File: src/rtl/uart_pkg.sv
// Shared UART definitions: TX state encoding, default baud timing and stop-bit options.
// The PARITY state exists only when UART_TX_PARITY_EN is defined.
package uart_pkg;

  localparam int unsigned DEFAULT_CLK_HZ       = 100_000_000;
  localparam int unsigned DEFAULT_BAUD         = 115_200;
  localparam int unsigned DEFAULT_CLKS_PER_BIT = DEFAULT_CLK_HZ / DEFAULT_BAUD;

  localparam int unsigned STOP_BITS_ONE = 1;
  localparam int unsigned STOP_BITS_TWO = 2;

  typedef enum logic [2:0] {
    IDLE,
    FETCH,
    LOAD,
    START,
    DATA,
`ifdef UART_TX_PARITY_EN
    PARITY,
`endif
    STOP
  } uart_tx_state_t;

endpackage

File: src/rtl/uart_bit_timer.sv
// Bit-period counter shared by the UART TX and RX paths: counts 0..CLKS_PER_BIT-1
// and flags the last clk of each bit period. Held at zero while clear is high.
module uart_bit_timer
  import uart_pkg::*;
#(
  parameter  int CLKS_PER_BIT = DEFAULT_CLKS_PER_BIT,
  localparam int CNT_W        = $clog2(CLKS_PER_BIT)
) (
  input  logic             clk,
  input  logic             reset,
  input  logic             clear,
  output logic [CNT_W-1:0] count,
  output logic             bit_end
);

  localparam logic [CNT_W-1:0] CNT_LAST = CNT_W'(CLKS_PER_BIT - 1);

  assign bit_end = !clear && (count == CNT_LAST);

  always_ff @(posedge clk or negedge reset) begin
    if (!reset) begin
      count <= '0;
    end else if (clear || bit_end) begin
      count <= '0;
    end else begin
      count <= count + CNT_W'(1);
    end
  end

endmodule

File: src/rtl/uart_tx_ctrl.sv
// UART transmitter: pops bytes from the TX FIFO and serialises them LSB first (8N1 by default).
// Define UART_TX_PARITY_EN to add a parity bit between the data and stop bits.
module uart_tx_ctrl
  import uart_pkg::*;
#(
  parameter int DATA_WIDTH   = 8,
  parameter int CLKS_PER_BIT = DEFAULT_CLKS_PER_BIT,
  parameter int STOP_BITS    = STOP_BITS_ONE,
  parameter int PARITY_ODD   = 0
) (
  input  logic                  clk,
  input  logic                  reset,
  input  logic                  fifo_empty,
  input  logic [DATA_WIDTH-1:0] fifo_rd_data,
  output logic                  fifo_rd_en,
  output logic                  tx,
  output logic                  busy,
  output logic                  frame_done
);

  localparam int CNT_W = $clog2(CLKS_PER_BIT);
  localparam int IDX_W = $clog2(DATA_WIDTH + 1);

  localparam logic [CNT_W-1:0] CNT_PRE_LAST = CNT_W'(CLKS_PER_BIT - 2);
  localparam logic [IDX_W-1:0] DATA_LAST    = IDX_W'(DATA_WIDTH - 1);
  localparam logic [IDX_W-1:0] STOP_LAST    = IDX_W'(STOP_BITS - 1);

  uart_tx_state_t        state, state_d;
  logic [DATA_WIDTH-1:0] shift_q, shift_d;
  logic [IDX_W-1:0]      idx_q, idx_d;
  logic [CNT_W-1:0]      bit_cnt;
  logic                  bit_end;
  logic                  timer_clear;
  logic                  tx_d, rd_en_d, busy_d, done_d;

  // The timer is held at zero until START, so the start bit gets a full period.
  assign timer_clear = (state == IDLE) || (state == FETCH) || (state == LOAD);

  uart_bit_timer #(
    .CLKS_PER_BIT(CLKS_PER_BIT)
  ) u_bit_timer (
    .clk    (clk),
    .reset  (reset),
    .clear  (timer_clear),
    .count  (bit_cnt),
    .bit_end(bit_end)
  );

`ifdef UART_TX_PARITY_EN
  logic parity_q;

  always_ff @(posedge clk or negedge reset) begin
    if (!reset) begin
      parity_q <= 1'b0;
    end else if (state == LOAD) begin
      parity_q <= (^fifo_rd_data) ^ (PARITY_ODD != 0);
    end
  end
`endif

  always_comb begin
    // NOTE: every signal written here gets a default first, so no path can infer a latch.
    state_d = state;
    shift_d = shift_q;
    idx_d   = idx_q;

    unique case (state)
      IDLE:  if (!fifo_empty) state_d = FETCH;
      FETCH: state_d = LOAD;
      LOAD: begin
        shift_d = fifo_rd_data;
        idx_d   = '0;
        state_d = START;
      end
      START: if (bit_end) state_d = DATA;
      DATA: begin
        if (bit_end) begin
          shift_d = shift_q >> 1;
          if (idx_q == DATA_LAST) begin
            // idx is reused to count stop bits from here on.
            idx_d = '0;
`ifdef UART_TX_PARITY_EN
            state_d = PARITY;
`else
            state_d = STOP;
`endif
          end else begin
            idx_d = idx_q + IDX_W'(1);
          end
        end
      end
`ifdef UART_TX_PARITY_EN
      PARITY: if (bit_end) state_d = STOP;
`endif
      STOP: begin
        if (bit_end) begin
          if (idx_q == STOP_LAST) begin
            state_d = fifo_empty ? IDLE : FETCH;
          end else begin
            idx_d = idx_q + IDX_W'(1);
          end
        end
      end
      default: state_d = IDLE;
    endcase

    // Outputs are decoded from the next state and registered, so they change with the state.
    tx_d = 1'b1;
    case (state_d)
      START:  tx_d = 1'b0;
      DATA:   tx_d = shift_d[0];
`ifdef UART_TX_PARITY_EN
      PARITY: tx_d = parity_q;
`endif
      default: tx_d = 1'b1;
    endcase

    rd_en_d = (state_d == FETCH);
    busy_d  = (state_d != IDLE);
    done_d  = (state == STOP) && (bit_cnt == CNT_PRE_LAST) && (idx_q == STOP_LAST);
  end

  always_ff @(posedge clk or negedge reset) begin
    if (!reset) begin
      state      <= IDLE;
      shift_q    <= '0;
      idx_q      <= '0;
      tx         <= 1'b1;
      fifo_rd_en <= 1'b0;
      busy       <= 1'b0;
      frame_done <= 1'b0;
    end else begin
      // NOTE: sequential state uses non-blocking assignments so every flop samples pre-edge values.
      state      <= state_d;
      shift_q    <= shift_d;
      idx_q      <= idx_d;
      tx         <= tx_d;
      fifo_rd_en <= rd_en_d;
      busy       <= busy_d;
      frame_done <= done_d;
    end
  end

endmodule

File: config.mk
export PLATFORM = sky130hd
export DESIGN_NAME = uart_tx_ctrl
export DESIGN_NICKNAME = d
export VERILOG_FILES = /design/src/rtl/uart_pkg.sv /design/src/rtl/uart_bit_timer.sv /design/src/rtl/uart_tx_ctrl.sv
export SDC_FILE = /design/constraint.sdc
export NUM_CORES = 1
export LEC_CHECK = 0
export ABC_CLOCK_PERIOD_IN_PS = 6150
export CAP_MARGIN = 20
export CORE_MARGIN = 2
export CORE_UTILIZATION = 30
export CTS_CLUSTER_SIZE = 40
export DETAILED_ROUTE_END_ITERATION = 10
export PLACE_DENSITY_LB_ADDON = 0.15
export SLEW_MARGIN = 20
export SYNTH_ARGS = -nofsm -noshare
export SYNTH_HDL_FRONTEND = slang
export SYNTH_HIERARCHICAL = 1
export SYNTH_SLANG_ARGS = --single-unit
File: constraint.sdc
create_clock -name clk -period 6.15 [get_ports clk]
set_clock_uncertainty 0.05 [all_clocks]
set_input_delay 1.23 -clock clk [delete_from_list [all_inputs] [get_ports clk]]
set_output_delay 1.23 -clock clk [all_outputs]
set_load 0.03 [all_outputs]
## Word-level counts from Yosys, hierarchy flattened

Cells that the tools add are included.

- Word-level logic and storage cells: 56
- ROM bits: 0
- Output and inout port bits: 4
- Memories: 0
- Input port bits: 11
- RAM bits: 0
- Flip-flop bits (word level): 29
- Latch bits: 0

- Equality and inequality tests: 14
- Shifts and indexed selects: 0
- $mul: 0
- Divide/modulo/power cells: 0
- Reduce and logical (&&, ||, !) cells: 14
- Multiplexer cells: 17
- Order comparisons: 0
- Bitwise operators: 0
- $add $sub $neg: 2

Operator list:

| operator | number |
|---|---|
| $eq 10x10->1 const B | 2 |
| $mux 3 | 6 |
| $pmux 3 s6 | 1 |
| $mux 4 | 4 |
| $pmux 8 s2 | 1 |
| $pmux 4 s3 | 1 |
| $add 10x1->10 const B | 1 |
| $mux 10 | 1 |
| $eq 3x2->1 const B | 3 |
| $eq 3x3->1 const B | 3 |
| $mux 8 | 1 |
| $eq 3x1->1 const B | 2 |
| $reduce_bool 3->1 | 2 |
| $add 4x1->4 const B | 1 |
| $eq 4x3->1 const B | 1 |
| $logic_not 4->1 | 1 |
| $ne 2x1->1 const B | 2 |
| $reduce_and 4->1 | 1 |
| $logic_and 1x1->1 | 3 |
| $logic_not 3->1 | 1 |
| $logic_or 1x1->1 | 3 |
| $ne 2x2->1 const B | 1 |
| $pmux 1 s2 | 1 |
| $reduce_and 2->1 | 1 |
| 3 further kinds | 3 |

## Depth between registers and ports, before layout

Gate-level depths: netlist of run 1.

- Depth after elaboration: 9
- Mapped depth: 10

## Modules after synthesis

Netlist of run 1, hierarchy kept.

Modules (own cells, without submodules):

| module | instances | sequential area each (µm²) | cells an instance | area an instance (µm²) |
|---|---|---|---|---|
| uart_tx_ctrl | 1 | 476.7 | 100 | 975.9 |
| uart_bit_timer | 1 | 250.2 | 53 | 534.3 |

## Worst setup path after synthesis of run 1

Ideal clock, no wire load.

- Path type: register -> register
- From: register u_bit_timer.count[3]
- To: register tx
- Buffers on the path: 1
- Setup time: 0.087 ns
- Data required time: 6.013 ns
- Arrival time: 2.141 ns
- Cell stages (with the launch flop): 10
- Clock period less this slack: 2.277 ns
- Setup slack: 3.873 ns
- Cell sequence: dfrtp_1 > nor4_2 > nand4_1 > nor2_1 > nor4bb_1 > clkbuf_1 > nor2_1 > a21o_1 > nor4_1 > a31oi_1

- Elaborated cells between the ends (all ways): 11
- Classes of those cells: eq/ne: 3; mux: 7; reduce/logical: 1

RTL lines:

| what | line | text |
|---|---|---|
| start, declared | uart_bit_timer.sv:12 | `output logic [CNT_W-1:0] count,` |
| start signal, assigned | uart_bit_timer.sv:26 | `count <= count + CNT_W'(1);` |
| $eq 10x10->1 | uart_bit_timer.sv:18 | `assign bit_end = !clear && (count == CNT_LAST);` |
| $logic_and 1x1->1 | uart_bit_timer.sv:18 |  |
| named net bit_end | uart_tx_ctrl.sv:32 | `logic bit_end;` |
| $mux 8 | uart_tx_ctrl.sv:77 | `if (bit_end) begin` |
| $pmux 8 s2 | uart_tx_ctrl.sv:67 | `unique case (state)` |
| named net shift_d[0] | uart_tx_ctrl.sv:29 | `logic [DATA_WIDTH-1:0] shift_q, shift_d;` |
| $pmux 1 s2 | uart_tx_ctrl.sv:109 | `case (state_d)` |
| named net tx_d | uart_tx_ctrl.sv:34 | `logic tx_d, rd_en_d, busy_d, done_d;` |
| end signal, assigned | uart_tx_ctrl.sv:137 | `tx <= tx_d;` |
| end, declared | uart_tx_ctrl.sv:16 | `output logic tx,` |

The timed path passes the listed nets, and every way through them passes these cells. The select of a mux whose other input is x is not followed.
A chain may end at the register's enable or synchronous reset.

## Worst setup path in the final report of run 1

- From: register tx
- To: output tx

No word-level cell between the ends.

==> results of run 1 <==
==> cell type report <==
type,count,share of cell area (%)
Sequential cell,29,39.8
Clock buffer,7,5.28
Multi-Input combinational cell,113,40.3
Clock inverter,1,0.274
Inverter,6,1.23
Tap cell,67,4.60
Timing Repair Buffer,16,8.50
==> per-stage QoR <==
stage | hold WS (ns) | util [%] | setup WS [ns]
floorplan | 0.396 | - | 3.87
global placement | 0.413 | 36.0 | 3.60
detailed placement | 0.416 | 36.0 | 3.59
CTS | 0.433 | 38.1 | 3.40
global route | 0.467 | 38.1 | 3.13
finish | 0.426 | 38.1 | 3.42
==> placed cells by master (no fill, tap or decap), types with 2 or more instances in the layout <==
master / Yosys / layout
sky130_fd_sc_hd__and2_1: 4 / 4
sky130_fd_sc_hd__xor2_1: 2 / 2
sky130_fd_sc_hd__nor2_1: 11 / 11
sky130_fd_sc_hd__o31ai_1: 3 / 3
sky130_fd_sc_hd__inv_1: 6 / 6
sky130_fd_sc_hd__clkbuf_8: 0 / 7
sky130_fd_sc_hd__nor4_1: 2 / 2
sky130_fd_sc_hd__or3_1: 5 / 5
sky130_fd_sc_hd__nand2_1: 20 / 20
sky130_fd_sc_hd__nand4bb_1: 3 / 3
sky130_fd_sc_hd__ha_1: 3 / 3
sky130_fd_sc_hd__nand2b_1: 5 / 5
sky130_fd_sc_hd__nand3_1: 5 / 5
sky130_fd_sc_hd__clkdlybuf4s50_1: 0 / 14
sky130_fd_sc_hd__a21oi_1: 5 / 5
sky130_fd_sc_hd__a22o_1: 2 / 2
sky130_fd_sc_hd__dfrtp_1: 28 / 28
sky130_fd_sc_hd__o21ai_0: 9 / 9
sky130_fd_sc_hd__nand4_1: 4 / 4
sky130_fd_sc_hd__buf_4: 1 / 2
sky130_fd_sc_hd__a22oi_1: 7 / 7
==> power by group through the flow <==
stage | Combinational (mW) | Sequential (mW) | Clock (mW)
after global routing | 0.0150 | 0.195 | 0.186
after global placement | 0.0135 | 0.198 | 0
after CTS | 0.0138 | 0.195 | 0.178
final | 0.0132 | 0.195 | 0.170
after detailed placement | 0.0135 | 0.198 | 0
after floorplan | 0.00227 | 0.198 | 0
==> cell families (layout without fill, tap and decap cells) <==
logic type,after synthesis,in the layout,synth area share [%]
buf+inv,11,30,3.23
fa+ha+maj,3,3,2.49
simple gates,73,73,29.3
compound gates,34,34,15.1
xor+xnor,3,3,1.74
flops,29,29,48.1
==> sequential cells by signal, summed over array words and instances (netlist names) <==
| register | count |
|---|---|
| fifo_rd_en | 1 |
| u_bit_timer/count | 10 |
| frame_done | 1 |
| tx | 1 |
| shift_q | 8 |
| busy | 1 |
| state | 3 |
| idx_q | 4 |
==> cell usage after synthesis (3+ instances only) <==
cell and count:
sky130_fd_sc_hd__a21oi_1 5, sky130_fd_sc_hd__a22oi_1 7, sky130_fd_sc_hd__and2_1 4, sky130_fd_sc_hd__buf_2 3, sky130_fd_sc_hd__dfrtp_1 28, sky130_fd_sc_hd__ha_1 3, sky130_fd_sc_hd__inv_1 6, sky130_fd_sc_hd__nand2_1 20
sky130_fd_sc_hd__nand2b_1 5, sky130_fd_sc_hd__nand3_1 5, sky130_fd_sc_hd__nand4_1 4, sky130_fd_sc_hd__nand4bb_1 3, sky130_fd_sc_hd__nor2_1 11, sky130_fd_sc_hd__o21ai_0 9, sky130_fd_sc_hd__o31ai_1 3, sky130_fd_sc_hd__or3_1 5
==> per-layer routing <==
metal	up-vias	part of all wire (%)	GRT usage, %
li1	588	-	-
met1	571	50	17.8
met2	18	44	18.6
met3	4	5.0	3.75
met4	0	1.1	4.17
met5	-	0	0
==> path summary, 6_finish.rpt <==
path,from,to,slack (ns),cells after the start
max,tx,tx,3.42,1
min,shift_q[5],shift_q[5],0.43,2
max reg2reg,u_bit_timer/count[0],tx,3.59,10
min reg2reg,shift_q[5],shift_q[5],0.43,2
max in group asynchronous,reset,tx,4.45,2
min in group asynchronous,reset,shift_q[6],1.29,2
==> flow_summary.rst, run 1 <==
.. list-table::
   :header-rows: 1

   * - Metric
     - Value
   * - Total power consumption of the routed design
     - 378 uW
   * - Post-route insts no fill
     - 239
   * - Leakage power total
     - 0.766 nW
   * - Max FO, Critical Path
     - 1
   * - Placement Rows
     - 25
   * - Classification of the worst setup path
     - flip-flop to primary output
   * - Count of flip-flops with a built-in enable after synthesis
     - 0
   * - Worst min-delay path class
     - flip-flop to flip-flop
   * - Setup_tns
     - 0 ns
   * - Hold buffer count at cts
     - 0
   * - Residual antenna-violating net count after detailed routing
     - 0
   * - WL final
     - 3020 um
   * - Fin. max-slew vios
     - 0
   * - Clk_lat worst skew
     - 0.27 ns
   * - Hold Vio Cnt, Final
     - 0
   * - Die span in y
     - about 75 um
   * - Number of top-level design ports
     - 15
   * - GRT Overall Usage
     - between 10 and 15%
   * - Gate power share
     - 3.5%
   * - Maximum number of pins on one net before global-route repair
     - 30
   * - Library cell with the largest summed area after synthesis
     - sky130_fd_sc_hd__dfrtp_1
   * - Clock buffer count from CTS
     - 5
   * - Final std cell area, no fill
     - 0.00182 mm2
   * - Placer congestion estimate
     - 0.790
   * - Register cell area after layout
     - just over 700 um2
   * - Crit path time final
     - 2.73 ns
   * - Power per Cell Area
     - 207 mW/mm2
   * - Buf+Inv Stages, Crit Path
     - 1
   * - Vias in the first global route
     - approximately 1,200
   * - Nature of the critical path startpoint
     - flip-flop
   * - Warnings, synthesis
     - 6
   * - Required time of the critical path
     - 4.87 ns
   * - Highest attainable clock frequency
     - around 370 MHz
   * - Sum of overflow across all layers after global routing
     - 0
   * - Predominant post-synthesis flop cell
     - sky130_fd_sc_hd__dfrtp_1
   * - Post-CTS setup-driven buffer insertion count
     - 0
   * - Count of buffers inserted at the top-level ports
     - 14
   * - Routed WL per cell
     - 12.6 um
   * - Multi-input gate area
     - 734 um2
   * - Sequential element share of the synthesized area
     - 48.1%
   * - Crit end category
     - primary output
   * - Post-synthesis cell type count
     - between 40 and 50
   * - Clock tree from TritonCTS
     - done
   * - Detailed Place HPWL
     - 2110 um
   * - Remaining design rule violation count
     - 0
   * - Drt initial violations
     - 32
   * - Switching Fraction
     - 20.1%
   * - Net total in the final layout
     - 185
   * - Final count of negative-setup-slack endpoints
     - 0
   * - Post-Syn Area
     - 0.00151 mm2
   * - Starting utilization of the core area
     - 31.6%
   * - Synthesized net count
     - 167
   * - Peak supply drop
     - 112 uV
   * - DIE WIDTH
     - 75.0 um
   * - Seq pwr share
     - 51.6%
   * - Iteration count of the initial detailed-routing pass
     - 4
   * - Via-per-instance ratio
     - 4.94
   * - MaxCap Viol Count
     - 0
   * - Critical Path Max Stage Delay
     - 0.66 ns
   * - Number of cells in the design after placement
     - 231
   * - Net Sw Power
     - 76.1 uW
   * - Number of gates given a new drive strength after cts
     - 0
   * - Area of the die
     - about 0.0056 mm2
   * - Diodes inserted
     - 0
   * - Outcome
     - complete, no violations
   * - Mean post-synth cell area
     - around 9.9 um2
   * - Fill cells
     - 489
   * - Slew at the pin closest to its max-slew limit
     - around 0.51 ns
   * - RSZ-0062 raised after global routing
     - false
   * - Arrival @ worst endpoint
     - 1.45 ns
   * - Crit share post-route
     - between 40 and 50%
   * - Share of synthesized flip-flops with an asynchronous set or reset
     - 100%
   * - Clock network fraction of total power
     - 44.9%
   * - Clock Sink Count
     - 29
   * - Via count
     - 1,181
   * - Number of H-tree branching levels
     - 2
   * - Clock root buffer master
     - sky130_fd_sc_hd__clkbuf_8
   * - Bufs on Longest Clock Path
     - 2
   * - Top cells by area in the synthesized netlist
     - sky130_fd_sc_hd__dfrtp_1 46%, sky130_fd_sc_hd__nand2_1 5.0%, sky130_fd_sc_hd__a22oi_1 3.5%
   * - Worst path cell trace
     - clkdlybuf4s50_1
   * - Area growth from synthesis to final layout
     - 20.8%
   * - Fraction of layout cells with a size suffix above 1
     - 10.5%
   * - Slowest cell on the critical path
     - sky130_fd_sc_hd__clkdlybuf4s50_1
   * - Family of cells with the greatest summed delay on the critical path
     - buffers and inverters
   * - Count of mapped cells out of synthesis
     - 153
   * - Placeable core area
     - between 0.004 and 0.005 mm2
   * - Register bit total from synthesis
     - 29
   * - Worst max-slew margin expressed relative to the limit
     - 66.1%
   * - Cell-internal power
     - 302 uW
   * - First-pass GRT wire length
     - 5460 um
   * - Antenna violations before repair
     - 0
   * - Placed inst area
     - 0.00172 mm2
   * - Clock-pin slew on the worst setup and hold paths
     - 0.06 ns
   * - Area share of the leading cell type in the synthesized netlist
     - 46.4%
Note: power is estimated with default switching activity, not from simulation.
==> run 2, diff against run 1 <==
Settings changed: ABC_CLOCK_PERIOD_IN_PS 6150 to 2800.
Clock period 6.15 ns to 2.8 ns, I/O delays scaled along.
==> flow_summary.rst, run 2 (same netlist as run 1, synthesis figures left out) <==
.. list-table::
   :header-rows: 1

   * - Metric
     - Value
   * - Slowest cell on the critical path
     - sky130_fd_sc_hd__dfrtp_1
   * - Placement Rows
     - 25 (unchanged)
   * - Post-CTS setup-driven buffer insertion count
     - 0 (unchanged)
   * - Clock tree from TritonCTS
     - done
   * - Nature of the critical path startpoint
     - flip-flop
   * - Area of the die
     - 0.00562 mm2 (unchanged)
   * - DIE WIDTH
     - 75.0 um (unchanged)
   * - Flip-flop count of the largest register after layout
     - 10 (unchanged)
   * - Largest regs
     - u_bit_timer/count (10), shift_q (8), idx_q (4)
   * - Worst path cell trace
     - ha_1, and2_1, nand4_1, nor2_1, nor4bb_4, nor2_1, a21o_1, nor4_1, a31oi_1
   * - Via count
     - 1,207 (+2.2%)
   * - Clock Sink Count
     - 29 (unchanged)
   * - Arrival @ worst endpoint
     - 2.59 ns (+1.14 ns)
   * - Clk_lat worst skew
     - 0.27 ns (about the same)
   * - Number of H-tree branching levels
     - 2 (unchanged)
   * - Crit path time final
     - 2.47 ns
   * - Power per Cell Area
     - 432 mW/mm2 (+110%)
   * - MaxCap Viol Count
     - 0 (unchanged)
   * - Post-route insts no fill
     - 239 (unchanged)
   * - Crit end category
     - flip-flop
   * - Max FO, Critical Path
     - 8 (+7)
   * - Routed WL per cell
     - 12.8 um (+0.99%)
   * - WL final
     - 3050 um (+0.99%)
   * - Hold Vio Cnt, Final
     - 0 (unchanged)
   * - Net total in the final layout
     - 186 (+0.54%)
   * - Sum of overflow across all layers after global routing
     - 0 (unchanged)
   * - GRT Overall Usage
     - 12.6% (-0.053 points)
   * - Worst max-slew margin expressed relative to the limit
     - 68.7% (+2.6 points)
   * - Starting utilization of the core area
     - 31.6% (unchanged)
   * - Highest attainable clock frequency
     - 405 MHz
   * - First-pass GRT wire length
     - 5370 um (-1.8%)
   * - Antenna violations before repair
     - 0 (unchanged)
   * - Placeable core area
     - 0.00479 mm2 (unchanged)
   * - Fraction of layout cells with a size suffix above 1
     - 10.5% (unchanged)
   * - Leakage power total
     - 0.784 nW (+2.3%)
   * - Reg-to-reg startpoint
     - u_bit_timer/count[0]
   * - Worst hold path cell count
     - 2 (unchanged)
   * - Worst hold start
     - shift_q[5]
   * - Peak supply drop
     - 222 uV (+99%)
   * - Via-per-instance ratio
     - 5.05 (+2.2%)
   * - Worst min-delay path class
     - flip-flop to flip-flop
   * - Crit share post-route
     - 88.1%
   * - Fin. max-slew vios
     - 0 (unchanged)
   * - Remaining design rule violation count
     - 0 (unchanged)
   * - Most frequent cells in the layout
     - 28 x sky130_fd_sc_hd__dfrtp_1, 20 x sky130_fd_sc_hd__nand2_1, 14 x sky130_fd_sc_hd__clkdlybuf4s50_1
   * - Diodes inserted
     - 0 (unchanged)
   * - Worst Hold Endpoint
     - shift_q[5]
   * - Die span in y
     - 75.0 um (unchanged)
   * - Logic depth of the worst register-to-register path
     - 9 (-1)
   * - Clock buffer count from CTS
     - 5 (unchanged)
   * - Critical Path Max Stage Delay
     - 0.44 ns (-0.22 ns)
   * - Vias in the first global route
     - 1,117 (-5.3%)
   * - Required time of the critical path
     - 2.92 ns (-1.95 ns)
   * - Cell seen most often among critical-path stages
     - sky130_fd_sc_hd__nor2_1
   * - Clock root buffer master
     - sky130_fd_sc_hd__clkbuf_8
   * - Residual antenna-violating net count after detailed routing
     - 0 (unchanged)
   * - Number of cells in the design after placement
     - 232 (+0.43%)
   * - Slack of the worst reg-to-reg path
     - 0.33 ns (-3.26 ns)
   * - Startpoint of the most critical setup path
     - u_bit_timer/count[0]
   * - Slew at the pin closest to its max-slew limit
     - 0.468 ns (-0.0383 ns)
   * - Iteration count of the initial detailed-routing pass
     - 4 (unchanged)
   * - Setup_tns
     - 0 ns (unchanged)
   * - Hold buffer count at cts
     - 0 (unchanged)
   * - RSZ-0062 raised after global routing
     - false
   * - Final count of negative-setup-slack endpoints
     - 0 (unchanged)
   * - Number of gates given a new drive strength after cts
     - 0 (unchanged)
   * - R2R Path End
     - tx
   * - Detailed Place HPWL
     - 2110 um (-0.34%)
   * - Bufs on Longest Clock Path
     - 2 (unchanged)
   * - Placer congestion estimate
     - 0.850 (+7.6%)
   * - Classification of the worst setup path
     - flip-flop to flip-flop
   * - Maximum number of pins on one net before global-route repair
     - 30 (unchanged)
   * - Most frequent standard cell in the layout excluding fill and tap cells
     - sky130_fd_sc_hd__dfrtp_1
   * - Count of buffers inserted at the top-level ports
     - 14 (unchanged)
   * - Drt initial violations
     - 51 (+59%)
   * - Register containing the most flip-flops in the final layout
     - u_bit_timer/count
   * - Number of top-level design ports
     - 15 (unchanged)
   * - Area growth from synthesis to final layout
     - 21.3%
   * - Clock-pin slew on the worst setup and hold paths
     - 0.06 ns (about the same)
   * - Outcome
     - complete, no violations
[run 2: report_power, final]
part / total (mW) / internal, mW / switching [mW] / leakage [nW]
clock: 0.334 / 0.194 / 0.139 / 0.0443
combinational: 0.0288 / 0.0160 / 0.0129 / 0.395
sequential: 0.428 / 0.425 / 0.00280 / 0.344
[run 2: how the worst max path moves through the flow]
stage / endpoint / slack [ns] / cells after the start
detailed placement: tx / 0.18 / 9
finish: tx / 0.33 / 9
global placement: tx / 0.34 / 8
global route: tx / 0.001 / 9
floorplan: tx / 0.52 / 9
CTS: tx / 0.09 / 9
[run 2: per-layer routing]
layer	routed length, um	up-vias	part of all wire, %	global-route usage, %
li1	-	595	-	-
met1	1490	588	49	16.7
met2	1360	18	45	18.5
met3	163	6	5.3	4.55
met4	42	0	1.4	5.36
met5	0	-	0	0
[run 2: area by class of cell]
class,instances,area (um2)
Clock buffer,7,86.3
Sequential cell,29,727
Multi-Input combinational cell,113,749
Inverter,6,22.5
Timing Repair Buffer,17,163
Tap cell,67,83.8
Fill cell,488,2950
[run 2: through the flow]
stage | util [%] | hold slack [ns] | cell area (um2) | setup slack [ns] | power, mW
5_1_grt | 38.3 | 0.463 | 1830 | 0.00134 | 0.830
3_5_place_dp | 36.2 | 0.415 | 1730 | 0.184 | 0.465
4_1_cts | 38.0 | 0.431 | 1820 | 0.0926 | 0.812
3_3_place_gp | 36.2 | 0.414 | 1730 | 0.336 | 0.465
2_1_floorplan | - | 0.214 | 1510 | 0.523 | 0.440
6_report | 38.3 | 0.428 | 1830 | 0.333 | 0.791
[run 2: critical path, delay by kind of cell (launching register included)]
family	cells	cell delay, ns
compound gates	2	0.33
fa+ha+maj	1	0.27
simple gates	6	1.27
flops	1	0.44
